[config.mk]
export PLATFORM = sky130hd
export DESIGN_NAME = mem_arbiter_flat
export DESIGN_NICKNAME = d
export VERILOG_FILES = /design/src/rtl/mem_arbiter_if.sv /design/src/rtl/mem_arbiter.sv /design/src/flat_wrapper.sv
export SDC_FILE = /design/constraint.sdc
export NUM_CORES = 1
export LEC_CHECK = 0
export CORE_AREA = 2 2 106 108
export CTS_BUF_LIST = sky130_fd_sc_hd__clkbuf_16
export CTS_CLUSTER_DIAMETER = 40
export CTS_CLUSTER_SIZE = 16
export DETAILED_ROUTE_END_ITERATION = 16
export DIE_AREA = 0 0 108 110
export GPL_TIMING_DRIVEN = 0
export PLACE_DENSITY = 0.67
export SYNTH_ARGS = -nofsm -noshare
export SYNTH_HDL_FRONTEND = slang
export SYNTH_SLANG_ARGS = --single-unit
export TNS_END_PERCENT = 30
[constraint.sdc]
create_clock -name clk -period 2.2 [get_ports clk]
set_input_delay 0.55 -clock clk [delete_from_list [all_inputs] [get_ports clk]]
set_output_delay 0.55 -clock clk [all_outputs]
set_load 0.02 [all_outputs]
[src/rtl/mem_arbiter_if.sv]
// Bundle of the two requester ports and the unified memory port around mem_arbiter.
// slave is the arbiter's view; master is the environment (requesters plus memory).
interface mem_arbiter_if #(
    parameter int unsigned ADDR_W = 32,
    parameter int unsigned DATA_W = 32
);
    logic              core_req;
    logic [ADDR_W-1:0] core_addr;
    logic [DATA_W-1:0] core_wdata;
    logic              core_we;

    logic              ext_req;
    logic [ADDR_W-1:0] ext_addr;
    logic [DATA_W-1:0] ext_wdata;
    logic              ext_we;

    logic              core_gnt;
    logic              ext_gnt;
    logic              core_rvalid;
    logic              ext_rvalid;
    logic [DATA_W-1:0] rdata;
    logic [1:0]        owner;

    logic [ADDR_W-1:0] mem_addr;
    logic [DATA_W-1:0] mem_wd;
    logic              mem_we;
    logic [DATA_W-1:0] mem_rd;

    modport slave (
        input  core_req, core_addr, core_wdata, core_we,
        input  ext_req, ext_addr, ext_wdata, ext_we,
        input  mem_rd,
        output core_gnt, ext_gnt, core_rvalid, ext_rvalid, rdata, owner,
        output mem_addr, mem_wd, mem_we
    );

    modport master (
        output core_req, core_addr, core_wdata, core_we,
        output ext_req, ext_addr, ext_wdata, ext_we,
        output mem_rd,
        input  core_gnt, ext_gnt, core_rvalid, ext_rvalid, rdata, owner,
        input  mem_addr, mem_wd, mem_we
    );
endinterface

[src/rtl/mem_arbiter.sv]
// Two-requester arbiter (core vs external loader) for a single combinational-read memory.
// Alternates on ties, bounds bursts only while the other side waits, registers read data.
module mem_arbiter #(
    parameter int unsigned ADDR_W    = 32,
    parameter int unsigned DATA_W    = 32,
    parameter int unsigned MAX_BURST = 4
) (
    input logic         clk,
    input logic         reset,
    mem_arbiter_if.slave bus
);
    localparam int unsigned CNT_W = 4;
    localparam logic [CNT_W:0] BURST_LIM = (CNT_W+1)'(MAX_BURST);

    typedef enum logic [1:0] {
        ST_IDLE = 2'b00,
        ST_CORE = 2'b01,
        ST_EXT  = 2'b10
    } state_t;

    state_t            state;
    logic              last_ext;
    logic [CNT_W-1:0]  burst_cnt;
    logic              core_rvalid_q;
    logic              ext_rvalid_q;
    logic [DATA_W-1:0] rdata_q;

    logic              core_beat;
    logic              ext_beat;
    logic              rd_beat;
    logic [CNT_W:0]    burst_nxt;
    logic              burst_hit;
    logic              burst_room;

    assign core_beat = (state == ST_CORE) && bus.core_req;
    assign ext_beat  = (state == ST_EXT) && bus.ext_req;
    assign rd_beat   = (core_beat && !bus.core_we) || (ext_beat && !bus.ext_we);

    // Count after this beat; hit forces a handoff, room allows the count to advance
    assign burst_nxt  = {1'b0, burst_cnt} + (CNT_W+1)'(1);
    assign burst_hit  = (burst_nxt >= BURST_LIM);
    assign burst_room = (burst_nxt <= BURST_LIM);

    always_ff @(posedge clk or negedge reset) begin
        if (!reset) begin
            state         <= ST_IDLE;
            last_ext      <= 1'b1;
            burst_cnt     <= '0;
            core_rvalid_q <= 1'b0;
            ext_rvalid_q  <= 1'b0;
            rdata_q       <= '0;
        end else begin
            core_rvalid_q <= core_beat && !bus.core_we;
            ext_rvalid_q  <= ext_beat && !bus.ext_we;
            if (rd_beat) begin
                rdata_q <= bus.mem_rd;
            end

            case (state)
                ST_IDLE: begin
                    burst_cnt <= '0;
                    if (bus.core_req && (!bus.ext_req || last_ext)) begin
                        state <= ST_CORE;
                    end else if (bus.ext_req) begin
                        state <= ST_EXT;
                    end
                end
                ST_CORE: begin
                    if (!bus.core_req || (bus.ext_req && burst_hit)) begin
                        state     <= bus.ext_req ? ST_EXT : ST_IDLE;
                        last_ext  <= 1'b0;
                        burst_cnt <= '0;
                    end else if (burst_room) begin
                        burst_cnt <= burst_nxt[CNT_W-1:0];
                    end
                end
                ST_EXT: begin
                    if (!bus.ext_req || (bus.core_req && burst_hit)) begin
                        state     <= bus.core_req ? ST_CORE : ST_IDLE;
                        last_ext  <= 1'b1;
                        burst_cnt <= '0;
                    end else if (burst_room) begin
                        burst_cnt <= burst_nxt[CNT_W-1:0];
                    end
                end
                default: begin
                    state     <= ST_IDLE;
                    burst_cnt <= '0;
                end
            endcase
        end
    end

    assign bus.core_gnt    = (state == ST_CORE);
    assign bus.ext_gnt     = (state == ST_EXT);
    assign bus.owner       = state;
    assign bus.core_rvalid = core_rvalid_q;
    assign bus.ext_rvalid  = ext_rvalid_q;
    assign bus.rdata       = rdata_q;

    // Memory port follows the owner only while it is actually issuing a beat
    always_comb begin
        bus.mem_addr = '0;
        bus.mem_wd   = '0;
        bus.mem_we   = 1'b0;
        if (core_beat) begin
            bus.mem_addr = bus.core_addr;
            bus.mem_wd   = bus.core_wdata;
            bus.mem_we   = bus.core_we;
        end else if (ext_beat) begin
            bus.mem_addr = bus.ext_addr;
            bus.mem_wd   = bus.ext_wdata;
            bus.mem_we   = bus.ext_we;
        end
    end
endmodule

[src/flat_wrapper.sv]
// flat-port wrapper written by rule: the top's interface ports become plain ports
module mem_arbiter_flat 
#(
    parameter int unsigned ADDR_W    = 32,
    parameter int unsigned DATA_W    = 32,
    parameter int unsigned MAX_BURST = 4
)
  (clk, reset, bus_core_req, bus_core_addr, bus_core_wdata, bus_core_we, bus_ext_req, bus_ext_addr, bus_ext_wdata, bus_ext_we, bus_mem_rd, bus_core_gnt, bus_ext_gnt, bus_core_rvalid, bus_ext_rvalid, bus_rdata, bus_owner, bus_mem_addr, bus_mem_wd, bus_mem_we);
  mem_arbiter_if #(.ADDR_W(ADDR_W), .DATA_W(DATA_W)) bus_i ();
  input logic clk;
  input logic reset;
  input wire logic [$bits(bus_i.core_req)-1:0] bus_core_req;
  input wire logic [$bits(bus_i.core_addr)-1:0] bus_core_addr;
  input wire logic [$bits(bus_i.core_wdata)-1:0] bus_core_wdata;
  input wire logic [$bits(bus_i.core_we)-1:0] bus_core_we;
  input wire logic [$bits(bus_i.ext_req)-1:0] bus_ext_req;
  input wire logic [$bits(bus_i.ext_addr)-1:0] bus_ext_addr;
  input wire logic [$bits(bus_i.ext_wdata)-1:0] bus_ext_wdata;
  input wire logic [$bits(bus_i.ext_we)-1:0] bus_ext_we;
  input wire logic [$bits(bus_i.mem_rd)-1:0] bus_mem_rd;
  output wire logic [$bits(bus_i.core_gnt)-1:0] bus_core_gnt;
  output wire logic [$bits(bus_i.ext_gnt)-1:0] bus_ext_gnt;
  output wire logic [$bits(bus_i.core_rvalid)-1:0] bus_core_rvalid;
  output wire logic [$bits(bus_i.ext_rvalid)-1:0] bus_ext_rvalid;
  output wire logic [$bits(bus_i.rdata)-1:0] bus_rdata;
  output wire logic [$bits(bus_i.owner)-1:0] bus_owner;
  output wire logic [$bits(bus_i.mem_addr)-1:0] bus_mem_addr;
  output wire logic [$bits(bus_i.mem_wd)-1:0] bus_mem_wd;
  output wire logic [$bits(bus_i.mem_we)-1:0] bus_mem_we;
  assign bus_i.core_req = bus_core_req;
  assign bus_i.core_addr = bus_core_addr;
  assign bus_i.core_wdata = bus_core_wdata;
  assign bus_i.core_we = bus_core_we;
  assign bus_i.ext_req = bus_ext_req;
  assign bus_i.ext_addr = bus_ext_addr;
  assign bus_i.ext_wdata = bus_ext_wdata;
  assign bus_i.ext_we = bus_ext_we;
  assign bus_i.mem_rd = bus_mem_rd;
  assign bus_core_gnt = bus_i.core_gnt;
  assign bus_ext_gnt = bus_i.ext_gnt;
  assign bus_core_rvalid = bus_i.core_rvalid;
  assign bus_ext_rvalid = bus_i.ext_rvalid;
  assign bus_rdata = bus_i.rdata;
  assign bus_owner = bus_i.owner;
  assign bus_mem_addr = bus_i.mem_addr;
  assign bus_mem_wd = bus_i.mem_wd;
  assign bus_mem_we = bus_i.mem_we;
  mem_arbiter #(.ADDR_W(ADDR_W), .DATA_W(DATA_W), .MAX_BURST(MAX_BURST)) u_core (.clk(clk), .reset(reset), .bus(bus_i));
endmodule
==> flow_summary_export.csv <==
group,metric,value,unit
placement,hpwlAfterDp,9180,um
cells_and_area,fin_cells,629,
placement,gp_congestion,0.704,
clocking,clk_latency,280,ps
global_routing,antenna_found_initial,0,
clocking,cts_made_buffers,5,
die,num_rows,38,
synthesis,avgSynthCellArea,12.1,um^2
sta,setup_slack,-195,ps
die,dieHeight,110,um
critical_path,critPathSlowestCell,"dfrtp_2",
routing,routed_wl,11100,um
synthesis,synth-edff-count,0,
routing,vias_per_cell,4.64,
critical_path,path_buf_inv,4,
sta,hold_ws,153,ps
critical_path,start_kind,"flip-flop",
global_routing,grt_pass1_wl,15900,um
sta,max-slew-margin-rel,0.769,
sta,slew_violations,0,
die,die_w,108,um
clocking,htreeDepth,2,
synthesis,ys_warn_count,0,
clocking,clock-sinks,41,
die,initial_core_util,0.229,
synthesis,synth_xor_xnor_area_share,0.00358,
sta,rsz0062_at_grt,"true",
clocking,root_buffer,"clkbuf_16",
synthesis,ys.flop_type,"dfrtp_1",
synthesis,synth-async-reset-ratio,1.00,
cells_and_area,fillCellCount,882,
routing,wire_per_inst,17.7,um
hold_path,min_path_type,"primary input to asynchronous set/reset pin",
routing,remaining_drc_errors,0,
critical_path,arrival,1850,ps
placement,placed_cells,612,
critical_path,worst_path_largest_cell_delay,410,ps
synthesis,yosys.area_share.simple,0.0537,
sta,hold_viol,0,
sta,fmax,0.417,GHz
status,violations,"negative setup slack",
synthesis,synth_nets,375,
clocking,cts_buffer_depth,2,
synthesis,synth_compound_area_frac,0.289,
sta,finalClockSkew,3.86,ps
synthesis,synthMuxAreaShare,0.162,
routing,drt_iter0_drc,111,
clocking,cts_tree,"built",
global_routing,grt_max_degree,30,
cells_and_area,n_antenna_cell,0,
cells_and_area,multi_input_area,1800,um^2
sta,fin_tns_setup,-10150,ps
cells_and_area,drive_gt1_frac,0.413,
critical_path,crit_family,"buffers and inverters",
cells_and_area,ff_latch_area,1030,um^2
sta,finalSetupViolations,65,
synthesis,ys_ff_latch,41,
global_routing,grt.overflow.total,0,
clocking,cts_hold_buffers,0,
global_routing,grtUsageTotal,0.173,
die,design.die.area,11900,um^2
synthesis,synth_area,2450,um^2
critical_path,cp.required,1650,ps
sta,tightest_slew,346,ps
sta,period_needed,2400,ps
synthesis,seq_area_frac_synth,0.420,
critical_path,end_kind,"primary output",
die,io_pins,269,
routing,ant_nets,0,
cells_and_area,fin_nets,660,
cells_and_area,synthToLayoutAreaGrowth,158,%
global_routing,grt_pass1_vias,3025,
critical_path,critical_path_class,"flip-flop to primary output",
routing,dr.pass1.iters,4,
critical_path,path_max_fanout,10,
pwr,power_density,962,nW/um^2
synthesis,synth_top_family_by_area,"compound AO/OA/AOI/OAI gates",
synthesis,synth_cell_types,35,
synthesis,synthAdderAreaFrac,0.0307,
synthesis,syn_inst,203,
pwr,ir_worst_vdd,681,uV
placement,portBuffers,268,
critical_path,worstPathCellList,"inv_2 -> ha_4 -> and2_4 -> buf_6 -> clkbuf_16 -> a22o_4 -> buf_4",
clocking,clkTransAtPathRegs,60,ps
sta,fin_crit_sh,1.09,
status,outcome,"finished, violations left",
die,coreArea,10700,um^2
flow_run,cap_violations,0,
pwr,p_leak,0.00280,uW
routing,via_count,2919,
==> per-layer routing <==
| layer | part of all wire | track usage |
|---|---|---|
| met5 | 0 | 0 |
| met2 | 0.53 | 0.330 |
| met4 | 0.0053 | 0.0311 |
| met1 | 0.34 | 0.181 |
| met3 | 0.12 | 0.0700 |
==> cells by family (layout without fill, tap and decap cells) <==
family,Yosys count,after routing
adder cells (fa/ha/maj),6,6
flip-flops,41,41
multiplexers,35,35
buffers and inverters,19,305
AND/OR/NAND/NOR,23,23
XOR/XNOR,1,1
AO/OA/AOI/OAI,78,78
==> final cells by class <==
| cell class | count | share of cell area |
|---|---|---|
| Timing Repair Buffer | 278 | 0.451 |
| Multi-Input combinational cell | 143 | 0.285 |
| Sequential cell | 41 | 0.163 |
| Buffer | 17 | 0.0452 |
| Tap cell | 140 | 0.0277 |
| Clock buffer | 5 | 0.0198 |
| Clock inverter | 3 | 0.00674 |
| Inverter | 2 | 0.00119 |
==> Yosys cell counts (all sizes together) (2+ instances only) <==
cell type	n	area, um^2
ha	6	75.1
nand2b	2	12.5
nand2	4	15.0
a22o	65	569
a21oi	3	15.0
o21ai	3	18.8
nor3b	2	20.0
or3b	2	17.5
and2b	2	17.5
dfrtp	40	1000
mux2i	2	20.0
nor2	7	26.3
inv	2	7.51
buf	12	76.3
a221oi	2	52.6
mux2	33	375
clkbuf	5	18.8
==> what timing repair did <==
| item | CTS | global route |
|---|---|---|
| resized for setup | 418 | 18 |
| buffers inserted | 5 | 2 |
| hold endpoints to repair | 0 | 0 |
| pin swaps | 4 | 2 |
| endpoints found under the setup margin | 67 | 66 |
| gates cloned | 2 | 0 |
==> worst reg2reg max path, delay by kind of cell, from the launching register on <==
kind / cells / cell delay [ps]
simple gates: 3 / 530
flops: 1 / 440
compound gates: 1 / 340
mux: 1 / 300
fa+ha+maj: 1 / 270
==> flip-flops by register name, summed over array words and instances, names as in the netlist <==
signal,count
u_core.burst_cnt,4
u_core.bus.core_rvalid,1
u_core.bus.owner,2
u_core.bus.rdata,32
u_core.last_ext,1
u_core.bus.ext_rvalid,1
==> power breakdown <==
group / leakage [uW] / internal (uW) / switching (uW)
combinational: 0.00221 / 2240 / 1730
clock: 0.0000852 / 532 / 281
sequential: 0.000498 / 1090 / 190
==> through the flow <==
step | cell area (um^2) | setup slack (ps) | utilization | power [uW]
2_1_floorplan | 2930 | 11.5 | - | 3230
3_3_place_gp | 5790 | -1230 | 0.541 | 4910
3_5_place_dp | 5810 | -1240 | 0.543 | 4970
4_1_cts | 6290 | -237 | 0.588 | 6130
5_1_grt | 6310 | -248 | 0.590 | 6390
6_report | 6310 | -195 | 0.590 | 6070
==> worst paths after layout <==
path                                     startpoint                   end  slack [ps]  cells after the start
worst max-delay path            u_core.bus.owner[1]      bus_mem_addr[12]        -200                      7
worst min-delay path                          reset  u_core.bus.rdata[11]         150                      1
worst max register to register  u_core.burst_cnt[0]       u_core.last_ext         260                      6
worst min register to register  u_core.bus.rdata[6]   u_core.bus.rdata[6]         480                      1
max in group asynchronous                     reset   u_core.bus.owner[1]        1580                      2
min in group clk                u_core.bus.rdata[6]   u_core.bus.rdata[6]         480                      1
==> cell usage in the layout, fill, tap and decap left out, types with 3 or more instances in the layout <==
master,Yosys,final
a22o_4,0,50
clkbuf_16,0,8
mux2_1,3,3
a21oi_1,3,3
buf_6,3,65
buf_4,0,13
nand2_1,4,3
clkdlybuf4s50_1,0,198
buf_12,0,7
ha_1,6,4
nor2_1,7,6
a22o_1,65,15
mux2_2,29,29
dfrtp_1,40,38
No activity file was read; power rests on OpenSTA's default activity.
